### src/rtl/fp_mul_pkg.sv
// fp_mul_pkg: FSM states, rounding-mode constants and operand
// classification shared by the parametrised FP multiplier.
package fp_mul_pkg;

  typedef enum logic [2:0] {
    S_IDLE,
    S_LOAD,
    S_MULT,
    S_NORM,
    S_ROUND,
    S_DONE
  } state_t;

  typedef enum logic [1:0] {
    CL_ZERO,
    CL_NORMAL,
    CL_INF,
    CL_NAN
  } fclass_t;

  localparam logic RND_RNE = 1'b0;
  localparam logic RND_RTZ = 1'b1;

  // Width-independent: callers reduce their fields to these three bits.
  function automatic fclass_t classify(
    input logic exp_zero,
    input logic exp_ones,
    input logic frac_zero
  );
    fclass_t c;
    c = CL_NORMAL;
    if (exp_zero)
      c = CL_ZERO;
    else if (exp_ones)
      c = frac_zero ? CL_INF : CL_NAN;
    return c;
  endfunction

endpackage

### src/rtl/fp_mul_shift_add.sv
// fp_mul_shift_add: iterative N x N unsigned multiplier, one bit per
// enabled cycle; the caller decides how many cycles to run it.
module fp_mul_shift_add #(
  parameter int N = 24
) (
  input  logic           clk,
  input  logic           rst_n,
  input  logic           load,
  input  logic           en,
  input  logic [N-1:0]   multiplicand,
  input  logic [N-1:0]   multiplier,
  output logic [2*N-1:0] product
);

  logic [2*N-1:0] r_mcand;
  logic [2*N-1:0] r_acc;
  logic [N-1:0]   r_mplier;

  always_ff @(posedge clk or negedge rst_n) begin
    if (!rst_n) begin
      r_mcand  <= '0;
      r_acc    <= '0;
      r_mplier <= '0;
    end else if (load) begin
      r_mcand  <= {{N{1'b0}}, multiplicand};
      r_mplier <= multiplier;
      r_acc    <= '0;
    end else if (en) begin
      if (r_mplier[0])
        r_acc <= r_acc + r_mcand;
      r_mcand  <= r_mcand << 1;
      r_mplier <= r_mplier >> 1;
    end
  end

  assign product = r_acc;

endmodule

### src/rtl/fp_mul_param.sv
// fp_mul_param: multi-cycle parametrised FP multiplier, start/done handshake.
// FP_MUL_PARAM_RNE_EN compiles in round-nearest-even; otherwise RTZ only.
module fp_mul_param
  import fp_mul_pkg::*;
#(
  parameter  int EXP_W = 8,
  parameter  int MAN_W = 23,
  localparam int W     = 1 + EXP_W + MAN_W
) (
  input  logic         clk,
  input  logic         rst_n,
  input  logic         start_i,
  input  logic [W-1:0] a_i,
  input  logic [W-1:0] b_i,
  input  logic         rnd_mode_i,
  output logic         busy_o,
  output logic         done_o,
  output logic [W-1:0] product_o,
  output logic         nan_o,
  output logic         inifinit_o,
  output logic         overflow_o,
  output logic         underflow_o
);

  localparam int SW = MAN_W + 1;
  localparam int PW = 2 * SW;
  localparam int EW = EXP_W + 2;
  localparam int CW = $clog2(SW + 1);
  localparam logic signed [EW-1:0] P_BIAS = EW'((1 << (EXP_W - 1)) - 1);
  localparam logic signed [EW-1:0] P_EMAX = EW'((1 << EXP_W) - 1);
  localparam logic [W-1:0] P_QNAN =
    {1'b0, {EXP_W{1'b1}}, 1'b1, {(MAN_W-1){1'b0}}};

  state_t r_state, w_next;

  logic [W-1:0]         r_a, r_b;
  logic                 r_sign;
  logic signed [EW-1:0] r_exp;
  logic [CW-1:0]        r_cnt;
  logic [MAN_W:0]       r_man;
  logic                 r_g, r_s;

  logic [W-1:0] r_prod;
  logic         r_nan, r_inf, r_ovf, r_unf;

  logic [EXP_W-1:0] w_ea, w_eb;
  logic [MAN_W-1:0] w_fa, w_fb;
  fclass_t          w_ca, w_cb;
  logic             w_sign, w_capture;
  logic             w_sp_nan, w_sp_inf, w_sp_zero, w_special;
  logic [W-1:0]     w_sp_res;

  assign w_ea = r_a[W-2:MAN_W];
  assign w_eb = r_b[W-2:MAN_W];
  assign w_fa = r_a[MAN_W-1:0];
  assign w_fb = r_b[MAN_W-1:0];
  assign w_ca = classify(w_ea == '0, &w_ea, w_fa == '0);
  assign w_cb = classify(w_eb == '0, &w_eb, w_fb == '0);
  assign w_sign = r_a[W-1] ^ r_b[W-1];

  assign w_sp_nan = (w_ca == CL_NAN) || (w_cb == CL_NAN)
                 || (w_ca == CL_INF && w_cb == CL_ZERO)
                 || (w_ca == CL_ZERO && w_cb == CL_INF);
  assign w_sp_inf = !w_sp_nan
                 && (w_ca == CL_INF || w_cb == CL_INF);
  assign w_sp_zero = !w_sp_nan
                  && (w_ca == CL_ZERO || w_cb == CL_ZERO);
  assign w_special = w_sp_nan | w_sp_inf | w_sp_zero;

  always_comb begin
    w_sp_res = {w_sign, {(W-1){1'b0}}};
    if (w_sp_nan)
      w_sp_res = P_QNAN;
    else if (w_sp_inf)
      w_sp_res = {w_sign, {EXP_W{1'b1}}, {MAN_W{1'b0}}};
  end

  logic [PW-1:0] w_prod;
  logic          w_sa_load, w_sa_en;

  assign w_sa_load = (r_state == S_LOAD);
  assign w_sa_en   = (r_state == S_MULT);

  fp_mul_shift_add #(.N(SW)) u_sa (
    .clk          (clk),
    .rst_n        (rst_n),
    .load         (w_sa_load),
    .en           (w_sa_en),
    .multiplicand ({1'b1, w_fa}),
    .multiplier   ({1'b1, w_fb}),
    .product      (w_prod)
  );

  // Product of two 1.x significands lies in [1,4); bit shifted out joins sticky.
  logic          w_hi;
  logic [PW-2:0] w_nrm;

  assign w_hi  = w_prod[PW-1];
  assign w_nrm = w_hi ? w_prod[PW-1:1] : w_prod[PW-2:0];

  logic w_inc;
`ifdef FP_MUL_PARAM_RNE_EN
  logic r_rnd;

  always_ff @(posedge clk or negedge rst_n) begin
    if (!rst_n)
      r_rnd <= RND_RNE;
    else if (w_capture)
      r_rnd <= rnd_mode_i;
  end

  assign w_inc = (r_rnd == RND_RNE) & r_g & (r_s | r_man[0]);
`else
  logic w_unused_rnd;

  assign w_inc = 1'b0;
  assign w_unused_rnd = ^{rnd_mode_i, r_g, r_s};
`endif

  logic [MAN_W+1:0]     w_sum;
  logic                 w_cy;
  logic [MAN_W-1:0]     w_frac;
  logic signed [EW-1:0] w_expf;
  logic                 w_ovf, w_unf;

  assign w_sum  = {1'b0, r_man} + {{(MAN_W+1){1'b0}}, w_inc};
  assign w_cy   = w_sum[MAN_W+1];
  assign w_frac = w_cy ? w_sum[MAN_W:1] : w_sum[MAN_W-1:0];
  assign w_expf = r_exp + $signed({{(EW-1){1'b0}}, w_cy});
  assign w_ovf  = !w_expf[EW-1] && (w_expf >= P_EMAX);
  assign w_unf  = w_expf[EW-1] || (w_expf == '0);

  assign w_capture = (r_state == S_IDLE || r_state == S_DONE) && start_i;

  always_comb begin
    w_next = r_state;
    unique case (r_state)
      S_IDLE:  if (start_i) w_next = S_LOAD;
      S_LOAD:  w_next = w_special ? S_DONE : S_MULT;
      S_MULT:  if (r_cnt == CW'(MAN_W)) w_next = S_NORM;
      S_NORM:  w_next = S_ROUND;
      S_ROUND: w_next = S_DONE;
      S_DONE:  w_next = start_i ? S_LOAD : S_IDLE;
      default: w_next = S_IDLE;
    endcase
  end

  always_ff @(posedge clk or negedge rst_n) begin
    if (!rst_n) begin
      r_state <= S_IDLE;
      r_a     <= '0;
      r_b     <= '0;
      r_sign  <= 1'b0;
      r_exp   <= '0;
      r_cnt   <= '0;
      r_man   <= '0;
      r_g     <= 1'b0;
      r_s     <= 1'b0;
    end else begin
      r_state <= w_next;
      if (w_capture) begin
        r_a <= a_i;
        r_b <= b_i;
      end
      if (r_state == S_LOAD) begin
        r_sign <= w_sign;
        r_exp  <= $signed({2'b00, w_ea})
                + $signed({2'b00, w_eb}) - P_BIAS;
        r_cnt  <= '0;
      end
      if (r_state == S_MULT)
        r_cnt <= r_cnt + 1'b1;
      if (r_state == S_NORM) begin
        r_exp <= r_exp + $signed({{(EW-1){1'b0}}, w_hi});
        r_man <= w_nrm[2*MAN_W:MAN_W];
        r_g   <= w_nrm[MAN_W-1];
        r_s   <= (|w_nrm[MAN_W-2:0]) | (w_hi & w_prod[0]);
      end
    end
  end

  always_ff @(posedge clk or negedge rst_n) begin
    if (!rst_n) begin
      r_prod <= '0;
      r_nan  <= 1'b0;
      r_inf  <= 1'b0;
      r_ovf  <= 1'b0;
      r_unf  <= 1'b0;
    end else if (r_state == S_LOAD && w_special) begin
      r_prod <= w_sp_res;
      r_nan  <= w_sp_nan;
      r_inf  <= w_sp_inf;
      r_ovf  <= 1'b0;
      r_unf  <= 1'b0;
    end else if (r_state == S_ROUND) begin
      r_nan <= 1'b0;
      r_inf <= w_ovf;
      r_ovf <= w_ovf;
      r_unf <= !w_ovf && w_unf;
      if (w_ovf)
        r_prod <= {r_sign, {EXP_W{1'b1}}, {MAN_W{1'b0}}};
      else if (w_unf)
        r_prod <= {r_sign, {(W-1){1'b0}}};
      else
        r_prod <= {r_sign, w_expf[EXP_W-1:0], w_frac};
    end
  end

  assign busy_o      = (r_state == S_LOAD) || (r_state == S_MULT)
                    || (r_state == S_NORM) || (r_state == S_ROUND);
  assign done_o      = (r_state == S_DONE);
  assign product_o   = r_prod;
  assign nan_o       = r_nan;
  assign inifinit_o  = r_inf;
  assign overflow_o  = r_ovf;
  assign underflow_o = r_unf;

endmodule

### config.mk
export PLATFORM = sky130hd
export DESIGN_NAME = fp_mul_param
export DESIGN_NICKNAME = d
export VERILOG_FILES = /design/src/rtl/fp_mul_pkg.sv /design/src/rtl/fp_mul_shift_add.sv /design/src/rtl/fp_mul_param.sv
export SDC_FILE = /design/constraint.sdc
export NUM_CORES = 1
export LEC_CHECK = 0
export CAP_MARGIN = 25
export CORE_UTILIZATION = 35
export DETAILED_ROUTE_END_ITERATION = 12
export GPL_TIMING_DRIVEN = 0
export SYNTH_ARGS = -nofsm -noshare
export SYNTH_HDL_FRONTEND = slang
export SYNTH_HIERARCHICAL = 1
export SYNTH_SLANG_ARGS = --single-unit
### constraint.sdc
create_clock -name clk -period 4.2 [get_ports clk]
set_input_delay 0.42 -clock clk [delete_from_list [all_inputs] [get_ports clk]]
set_output_delay 0.42 -clock clk [all_outputs]
set_load 0.05 [all_outputs]
==> summary.md <==
| Metric | Value |
|---|---|
| Status | finished clean |
| Static leakage | 0.00724 uW |
| Yosys top cell area share | 45.7% |
| Smallest hold slack | 0.410 ns |
| H-tree depth | 1 |
| Most common cell after layout, fill and taps aside | dfrtp_1 |
| Setup bufs post-CTS | 0 |
| Final hold violations | 0 |
| Io pins | 106 |
| Total CTS buffers | 29 |
| Largest net degree at the start of global routing | 110 |
| IR drop worst, VDD | 316 uV |
| WS Path Type | reg -> reg |
| Setup repair after global routing missed its margin | no |
| Main synth FF type | dfrtp_1 |
| Clock Path Buffers | 3 |
| Final Slew Violations | 0 |
| CP required | 4.62 ns |
| Yosys reg bits | 262 |
| Async set or reset register ratio after synthesis | 100% |
| CP Launch Type | flop |
| First-pass iteration count of the detailed router | 5 |
| FF-to-FF path depth | 11 |
| Final worst slack | 0.575 ns |
| IO buf count | 104 |
| Initial antenna violation count | 0 |
| CP endpoint kind | flop |
| Placed Cells | 2074 |
| Root Buffer | clkbuf_16 |
| CTS tree | done |
| Most frequent cells in the layout | 262 x dfrtp_1, 194 x nand2_1, 130 x o21ai_0 |
| Via/cell ratio | 5.30 |
| Avg Synthesized Cell Area | 9.95 um2 |
| Fraction of layout cells with a size suffix above 1 | 9.30% |
| Total Neg Setup Slack | 0 ns |
| Core ar. | 40100 um2 |
| DRT Wirelength | 36.6 mm |
| Die X-Extent | 205 um |
| YS warnings | 6 |
| Seq/Total Area, Yosys | 45.7% |
| Routability cong. | 0.887 |
| Mapped cell area | 14400 um2 |
| DP Wirelength | 27.2 mm |
| Fin crit share | 86.3% |
| # diodes | 0 |
| Largest cells by area after synthesis | dfrtp_1 46%, mux2i_1 6.9%, ha_1 5.7% |
| Clock Skew | 0.0113 ns |
| Slew Limit Headroom | 35.5% |
| Max Cap Viol | 0 |
| Vias | 11300 |
| Wire length per cell | 17.2 um |
| Crit path to | u_sa/product[46] |
| Vias in the first global route | 11200 |
| Fin cells | 2127 |
| Worst reg2reg endpoint | u_sa/product[46] |
| Post-synth top area cell | dfrtp_1 |
| Gr usage total | 17.8% |
| Reg2reg start | u_sa/r_mcand[0] |
| Sink Count | 262 |
| Final #Nets | 1716 |
| Post-DRT Antenna Nets | 0 |
| Crit path from | u_sa/r_mcand[0] |
| Tightest Pin Transition | 0.967 ns |
| Hold/Removal Path Class | in -> reg |
| Critical Path Fanout Max | 4 |
| Starting DRT DRC Count | 635 |
| First-pass GRT wire length | 59.6 mm |
| Die ar. | 41800 um2 |
| Growth of design area from synthesis to finish | 19.0% |
| Post-synth cell types | 91 |
| Setup violators final | 0 |
| DRC Markers | 0 |
| Power per cell area | 682 nW/um2 |
| Flop-to-flop setup slack | 0.58 ns |
| Clock slew at reported path FFs | 0.06 ns |
| Row count | 73 |
| Fin crit period | 3.62 ns |
| EDFF count, synth | 0 |
| Starting Density | 35.8% |
| Data arrival, critical path | 4.05 ns |
| Post-Synthesis Cells | 1442 |
| GR Overflow Total | 0 |
| Post-place setup slack | 0.569 ns |
| Die H | 205 um |
| Worst-skew pair later-pin latency | 0.56 ns |
| FMAX | 276 MHz |
## per-layer routing
| layer | GRT usage, % | wire (um) |
|---|---|---|
| met1 | 24.7 | 17400 |
| met2 | 29.2 | 16900 |
| met3 | 2.82 | 1660 |
| met4 | 3.65 | 630 |
| met5 | 0 | 0 |
## flip-flops by register name (all words and copies together) (netlist names)
signal,count
r_b,32
u_sa/product,48
inifinit_o,1
underflow_o,1
overflow_o,1
r_sign,1
u_sa/r_mplier,24
u_sa/r_mcand,48
product_o,32
nan_o,1
r_state,3
r_exp,10
r_cnt,5
r_a,32
r_man,23
## final cells by class
| type | instances | area [um2] |
|---|---|---|
| fillers | 3908 | 23000 |
| multi-input cells | 1078 | 7370 |
| flip-flops and latches | 262 | 6560 |
| repair buffers | 107 | 1110 |
| clock buffers | 41 | 821 |
| well taps | 525 | 657 |
| plain buffers | 82 | 357 |
| clock inverters | 11 | 134 |
| inverters | 21 | 78.8 |
## worst min-delay path by stage
stage / from / endpoint / slack [ns] / cells past startpoint
2_1_floorplan: rst_n / inifinit_o / 0.12 / 0
3_3_place_gp: overflow_o / overflow_o / 0.47 / 1
3_5_place_dp: rst_n / r_a[10] / 0.45 / 1
4_1_cts: a_i[30] / r_a[30] / 0.39 / 3
5_1_grt: a_i[30] / r_a[30] / 0.43 / 3
6_report: a_i[30] / r_a[30] / 0.41 / 3
## cells by family (layout without fill, tap and decap cells)
group / after synthesis / in the layout / share of synthesized area [%]
simple gates: 416 / 416 / 13.4
compound gates: 390 / 390 / 17.5
flops: 262 / 262 / 45.7
mux: 165 / 165 / 12.1
buf+inv: 103 / 262 / 3.03
fa+ha+maj: 67 / 67 / 5.94
xor+xnor: 38 / 38 / 2.32
other cells: 1 / 2 / 0.0261
## power breakdown
| group | internal, uW | total, uW | switching, uW | leakage (uW) |
|---|---|---|---|---|
| Clock | 1540 | 2570 | 1030 | 0.000476 |
| Sequential | 3370 | 4070 | 700 | 0.00338 |
| Combinational | 2070 | 5010 | 2940 | 0.00338 |
## timing repair
action,4_1_cts,5_1_grt
endpoints found under the hold margin,79,0
endpoints found under the setup margin,0,0
hold buffers,1,0
gates resized for setup,0,0
## cell usage after synthesis (4+ instances only)
library cell  count
o21ai_1           8
nor3_1           30
clkbuf_1         55
xnor2_1          25
mux2i_1          99
mux2_1           12
a21oi_1          92
ha_1             65
nor3b_1           5
a21o_1           30
o21ai_0         130
o21a_1           10
nand4_1          20
nand2_1         194
o21bai_1         13
o221ai_1          4
and3_1            8
inv_1            20
nor2_1           79
a22o_1           24
nor4_1           18
dfrtp_1         262
o311ai_0          4
mux2_2           53
nor2b_1          11
xor2_1           13
buf_2            17
a211oi_1         14
a31oi_1           7
buf_1             4
nand3_1          22
o22a_1            8
## through the flow
| stage | util (%) | power [uW] | cell area [um2] |
|---|---|---|---|
| after floorplan | - | 7640 | 14400 |
| after global placement | 40.0 | 8980 | 16100 |
| after detailed placement | 40.2 | 9090 | 16100 |
| after CTS | 42.6 | 11700 | 17100 |
| after global routing | 42.6 | 12500 | 17100 |
| final | 42.6 | 11600 | 17100 |
## worst max-delay path: stages, from the launching register on
cell and delay [ns]:
dfrtp_1 0.44, ha_1 0.25, fa_1 0.43, a211oi_1 0.33
o21a_1 0.25, nor3_2 0.09, nor3b_1 0.28, o21ai_1 0.26
a221oi_1 0.62, a311oi_1 0.27, mux2i_1 0.20, o21ai_1 0.08
(Power assumes the default switching activity.)
==> patch 1: new RTL, same flow settings <==
Register the inputs `start_i`, `a_i` and `b_i` before use. The logic sees them one clock later. The other inputs are not delayed to match.
--- a/src/rtl/fp_mul_param.sv
+++ b/src/rtl/fp_mul_param.sv
@@ -33,2 +33,12 @@
 
+  logic start_q;
+  logic [W-1:0] a_q;
+  logic [W-1:0] b_q;
+
+  always_ff @(posedge clk) begin
+    start_q <= start_i;
+    a_q     <= a_i;
+    b_q     <= b_i;
+  end
+
   state_t r_state, w_next;
@@ -132,3 +142,3 @@
 
-  assign w_capture = (r_state == S_IDLE || r_state == S_DONE) && start_i;
+  assign w_capture = (r_state == S_IDLE || r_state == S_DONE) && start_q;
 
@@ -137,3 +147,3 @@
     unique case (r_state)
-      S_IDLE:  if (start_i) w_next = S_LOAD;
+      S_IDLE:  if (start_q) w_next = S_LOAD;
       S_LOAD:  w_next = w_special ? S_DONE : S_MULT;
@@ -142,3 +152,3 @@
       S_ROUND: w_next = S_DONE;
-      S_DONE:  w_next = start_i ? S_LOAD : S_IDLE;
+      S_DONE:  w_next = start_q ? S_LOAD : S_IDLE;
       default: w_next = S_IDLE;
@@ -161,4 +171,4 @@
       if (w_capture) begin
-        r_a <= a_i;
-        r_b <= b_i;
+        r_a <= a_q;
+        r_b <= b_q;
       end
Function: changed (a bounded check fails within 4 cycles, from zero or initial values and one cycle with rst_n low).
==> patch 1 against the unedited design <==
  * Non-clock buffer count rose by 1
  * Routed wire length is 0.19% lower
  * Setup slack gained 0.048 ns
  * Sequential power increased by 16%
  * Power grew 9.9%
  * Sequential cell count is 65 higher
  * Die area is 8.6% higher
  * Synthesized area increased by 8.7%
  * Design area grew 9.4%
  * Critical path type unchanged
==> patch 1: results (changes against the unedited design) <==
clk_skew 0.0308 ns (+0.0195 ns); flop2flop setup slack 0.62 ns (+0.05 ns); global-route wire length before repair 60600 µm (+1.6%); Gates resized, CTS repair 0 (unchanged); Net count, final 1791 (+4.4%); commonest non-fill, non-tap cell in the layout dfrtp_1; antenna violations before repair 0 (unchanged); leakage 8.05 nW (+11%); gp weighted congestion 0.873 (-1.6%); # diodes 0 (unchanged); top post-synthesis cells by count 262 x dfrtp_1, 205 x nand2_1, 128 x o21ai_0; count of unique library cells instantiated by Yosys 78 (-14%); Hold Fails Final Rpt 0 (unchanged); worst slack at placement 0.684 ns (+0.115 ns); Worst-path clk slew 0.06 ns (about the same); GRT Total Usage 0.168 (-0.0102); Hold WC Path Type in -> reg; Post-Route WL 36500 µm (-0.19%); synth warn 6 (unchanged); largest net degree at the start of global routing 118 (+7.3%); maximum vdd ir drop 0.347 mV (+10%); vias 11500 (+1.8%); Crit path largest cell delay 0.53 ns (-0.09 ns); DR iter-0 viols 592 (-6.8%); sequential cell area fraction in the yosys report 0.503 (+0.0468); top_reg_cell synth dfrtp_1; switching part of the total power 0.378 (-0.0225); drt first pass iters 5 (unchanged); Port Buffer Count 104 (unchanged); Critical Path AT 4.04 ns (about the same); htree depth 2 (+1); crit-path max FO 5 (+1); Longest Clk Path Bufs 3 (unchanged); cell family with most CP delay compound AO/OA/AOI/OAI gates; share of cells above drive strength 1 0.108 (+0.0152); worst skew pair latency 0.56 ns (about the same); status finished clean; Post-CTS Hold Buffers 1 (unchanged); Worst-Margin Slew 0.907 ns (-0.0598 ns); slowest CP cell a221oi_2; post-DP HPWL 27000 µm (-0.57%); async set-reset flop share out of synthesis 0.801 (-0.199); CTS root buf clkbuf_16; vias in the first global route 11600 (+3.7%); synth top area cells dfrtp_1 42%, dfxtp_1 8.3%, mux2i_1 6.1%; setup ws final 0.624 ns (+0.0483 ns); number of CTS-inserted buffers 37 (+28%); Setup Fix Bufs, Post-CTS 0 (unchanged)
[patch 1: stage by stage]
stage / cell area, µm² / hold slack, ns / util / instances
after floorplan: 15600 / 0.124 / - / 1510
after global placement: 17400 / 0.426 / 0.394 / 2206
after detailed placement: 17500 / 0.319 / 0.396 / 2208
after CTS: 18700 / 0.275 / 0.424 / 2274
after global routing: 18700 / 0.287 / 0.424 / 2274
final: 18700 / 0.306 / 0.424 / 2274
[patch 1: logic make-up (layout without fill, tap and decap cells)]
family / count (synthesis) / after routing / synth area share
simple gates: 419 / 419 / 0.124
compound gates: 383 / 383 / 0.155
flops: 327 / 327 / 0.503
mux: 158 / 158 / 0.106
buf+inv: 107 / 279 / 0.0301
fa+ha+maj: 67 / 67 / 0.0547
xor+xnor: 47 / 47 / 0.0264
other cells: 1 / 2 / 0.000240
[patch 1: metal layers]
| metal | share of wire | routed length, µm | global-route usage | vias to the layer above |
|---|---|---|---|---|
| li1 | - | - | - | 5686 |
| met1 | 0.48 | 17300 | 0.228 | 5551 |
| met2 | 0.46 | 16800 | 0.272 | 193 |
| met3 | 0.044 | 1620 | 0.0322 | 49 |
| met4 | 0.020 | 746 | 0.0446 | 0 |
| met5 | 0 | 0 | 0 | - |
[patch 1: final timing paths]
path	start	endpoint	cells after the start
hold reg to reg	b_q[23]	r_b[23]	2
min in group asynchronous	rst_n	product_o[7]	2
hold / removal	a_i[9]	a_q[9]	1
setup reg to reg	u_sa/r_mcand[0]	u_sa/product[42]	12
max in group asynchronous	rst_n	u_sa/r_mplier[16]	3
setup / recovery	u_sa/r_mcand[0]	u_sa/product[42]	12
[patch 1: worst reg2reg max path, stage by stage (launching register included)]
cell and delay [ns]:
dfrtp_1 0.41, ha_1 0.24, fa_1 0.42, a21oi_1 0.22, nor2_1 0.11, o311ai_2 0.45, a31oi_4 0.21, a221oi_2 0.53
o211ai_1 0.22, a31oi_2 0.27, xnor2_1 0.15, nand2_1 0.08, a21oi_1 0.17
[patch 1: power groups by stage]
| stage | sequential [W] | combinational, W | clock [W] |
|---|---|---|---|
| floorplan | 0.00473 | 0.00349 | 0 |
| global placement | 0.00475 | 0.00473 | 0 |
| detailed placement | 0.00477 | 0.00485 | 0 |
| CTS | 0.00472 | 0.00489 | 0.00332 |
| global route | 0.00484 | 0.00543 | 0.00344 |
| finish | 0.00471 | 0.00486 | 0.00322 |
[patch 1: final cells by class]
type                    count  area (µm²)
fillers                  4342       25400
plain buffers              83         380
clock buffers              53        1150
well taps                 592         741
inverters                  24        90.1
multi-input cells        1076        7280
clock inverters            12        80.1
flip-flops and latches    327        7860
repair buffers            107        1110
==> patch 2: new RTL, same flow settings <==
Without the edit above. The option `FP_MUL_PARAM_RNE_EN` is turned on by a define.
--- a/src/rtl/fp_mul_param.sv
+++ b/src/rtl/fp_mul_param.sv
@@ -2,2 +2,4 @@
 // FP_MUL_PARAM_RNE_EN compiles in round-nearest-even; otherwise RTZ only.
+`define FP_MUL_PARAM_RNE_EN
+
 module fp_mul_param
Behaviour: same outputs for any inputs over 10 cycles, from zero or initial values and one cycle with rst_n low; that may be too few to reach the edited logic, so the function may still have changed.
==> patch 2 against the unedited design <==
  * Fmax decreased by 9.6%
  * Non-clock buffer count is 22 higher
  * Clock skew up 0.020 ns
  * Sequential cell count rose by 4
  * Global-route usage shrank 0.53 points
  * Synthesized area is 5.5% higher
  * Routed wire length increased by 3.3%
  * Sequential power grew 3%
  * Setup slack worse by 0.38 ns
  * Power increased by 3.7%
  * Design area is 6.2% higher
  * Critical path type unchanged
  * Largest power group unchanged
  * Highest routed layer unchanged
==> patch 2: results (changes against the unedited design) <==
post-synthesis xor/xnor area fraction 0.0434 (+0.0202); Crit path largest cell delay 0.44 ns (-0.18 ns); leakage 7.86 nW (+8.6%); Mean Syn Cell Area 9.67 µm² (-2.8%); drt first pass iters 4 (-1); Compound-Gate Fraction of Synth Area 0.164 (-0.0108); status finished clean; crit-path max FO 10 (+6); Net count, final 1856 (+8.2%); multiplexer share of the synthesized area 0.114 (-0.00673); clk_skew 0.0312 ns (+0.0199 ns); Worst-Margin Slew 0.928 ns (-0.0392 ns); global-route wire length before repair 62400 µm (+4.6%); grt met2 use 0.283 (-0.00987); Post-Synth Adder-Cell Area 0.0596 (+0.000201); gp weighted congestion 0.922 (+3.9%); switching part of the total power 0.404 (+0.00395); Port Buffer Count 105 (+0.96%); GRT Total Usage 0.173 (-0.00529); synth top area cells dfrtp_1 44%, mux2i_1 6.7%, ha_1 5.7%; DR WL met3 1470 µm (-12%); routed vias/inst 5.26 (-0.82%); largest net degree at the start of global routing 112 (+1.8%); DR iter-0 viols 637 (+0.31%); post-DP HPWL 28400 µm (+4.3%); cell family with most CP delay simple AND/OR/NAND/NOR gates; M3 GR Usage 0.0216 (-0.00655); sequential cell area fraction in the yosys report 0.439 (-0.0172); Hold WC Path Type in -> async; wl on met1 18400 µm (+5.6%)
patch 2: through the flow:
stage          std cells  hold WS (ns)  instance area, µm²  setup TNS (ns)
2_1_floorplan       1567         0.124               15100               0
3_3_place_gp        2249         0.459               16900        -2379.05
3_5_place_dp        2252         0.429               17000          -17.55
4_1_cts             2310         0.376               18000               0
5_1_grt             2316         0.428               18100          -0.436
6_report            2316         0.376               18100               0
patch 2: power by group through the flow:
stage | Clock (W) | Combinational [W] | Sequential, W
after floorplan | 0 | 0.00374 | 0.00417
after global placement | 0 | 0.00514 | 0.00420
after detailed placement | 0 | 0.00522 | 0.00422
after CTS | 0.00267 | 0.00526 | 0.00419
after global routing | 0.00276 | 0.00590 | 0.00431
final | 0.00259 | 0.00530 | 0.00419
patch 2: cell type report:
cell class	count	area (µm²)	area share
buffer	92	399	0.0220
clock buffer	48	917	0.0506
clock inverter	5	67.6	0.00373
inverter	29	109	0.00600
multi-input combinational	1180	8060	0.445
sequential	266	6660	0.367
tap	577	722	0.0398
timing repair buffer	119	1200	0.0662
patch 2: what timing repair did:
action                                  CTS  global route
gates resized for setup                   8             9
hold buffers                              1             0
cloned                                    0             0
pin swaps                                 2             6
endpoints found under the setup margin   28            23
setup buffers                             4             5
endpoints found under the hold margin    70             0
patch 2: path summary, 6_finish.rpt:
check	from	end	slack (ns)	cells after the start
setup reg to reg	r_man[0]	product_o[9]	0.19	17
setup / recovery	r_man[0]	product_o[9]	0.19	17
min in group clk	a_i[30]	r_a[30]	0.40	3
hold / removal	rst_n	r_a[16]	0.38	2
hold reg to reg	underflow_o	underflow_o	0.49	1
max in group asynchronous	rst_n	product_o[6]	2.86	3
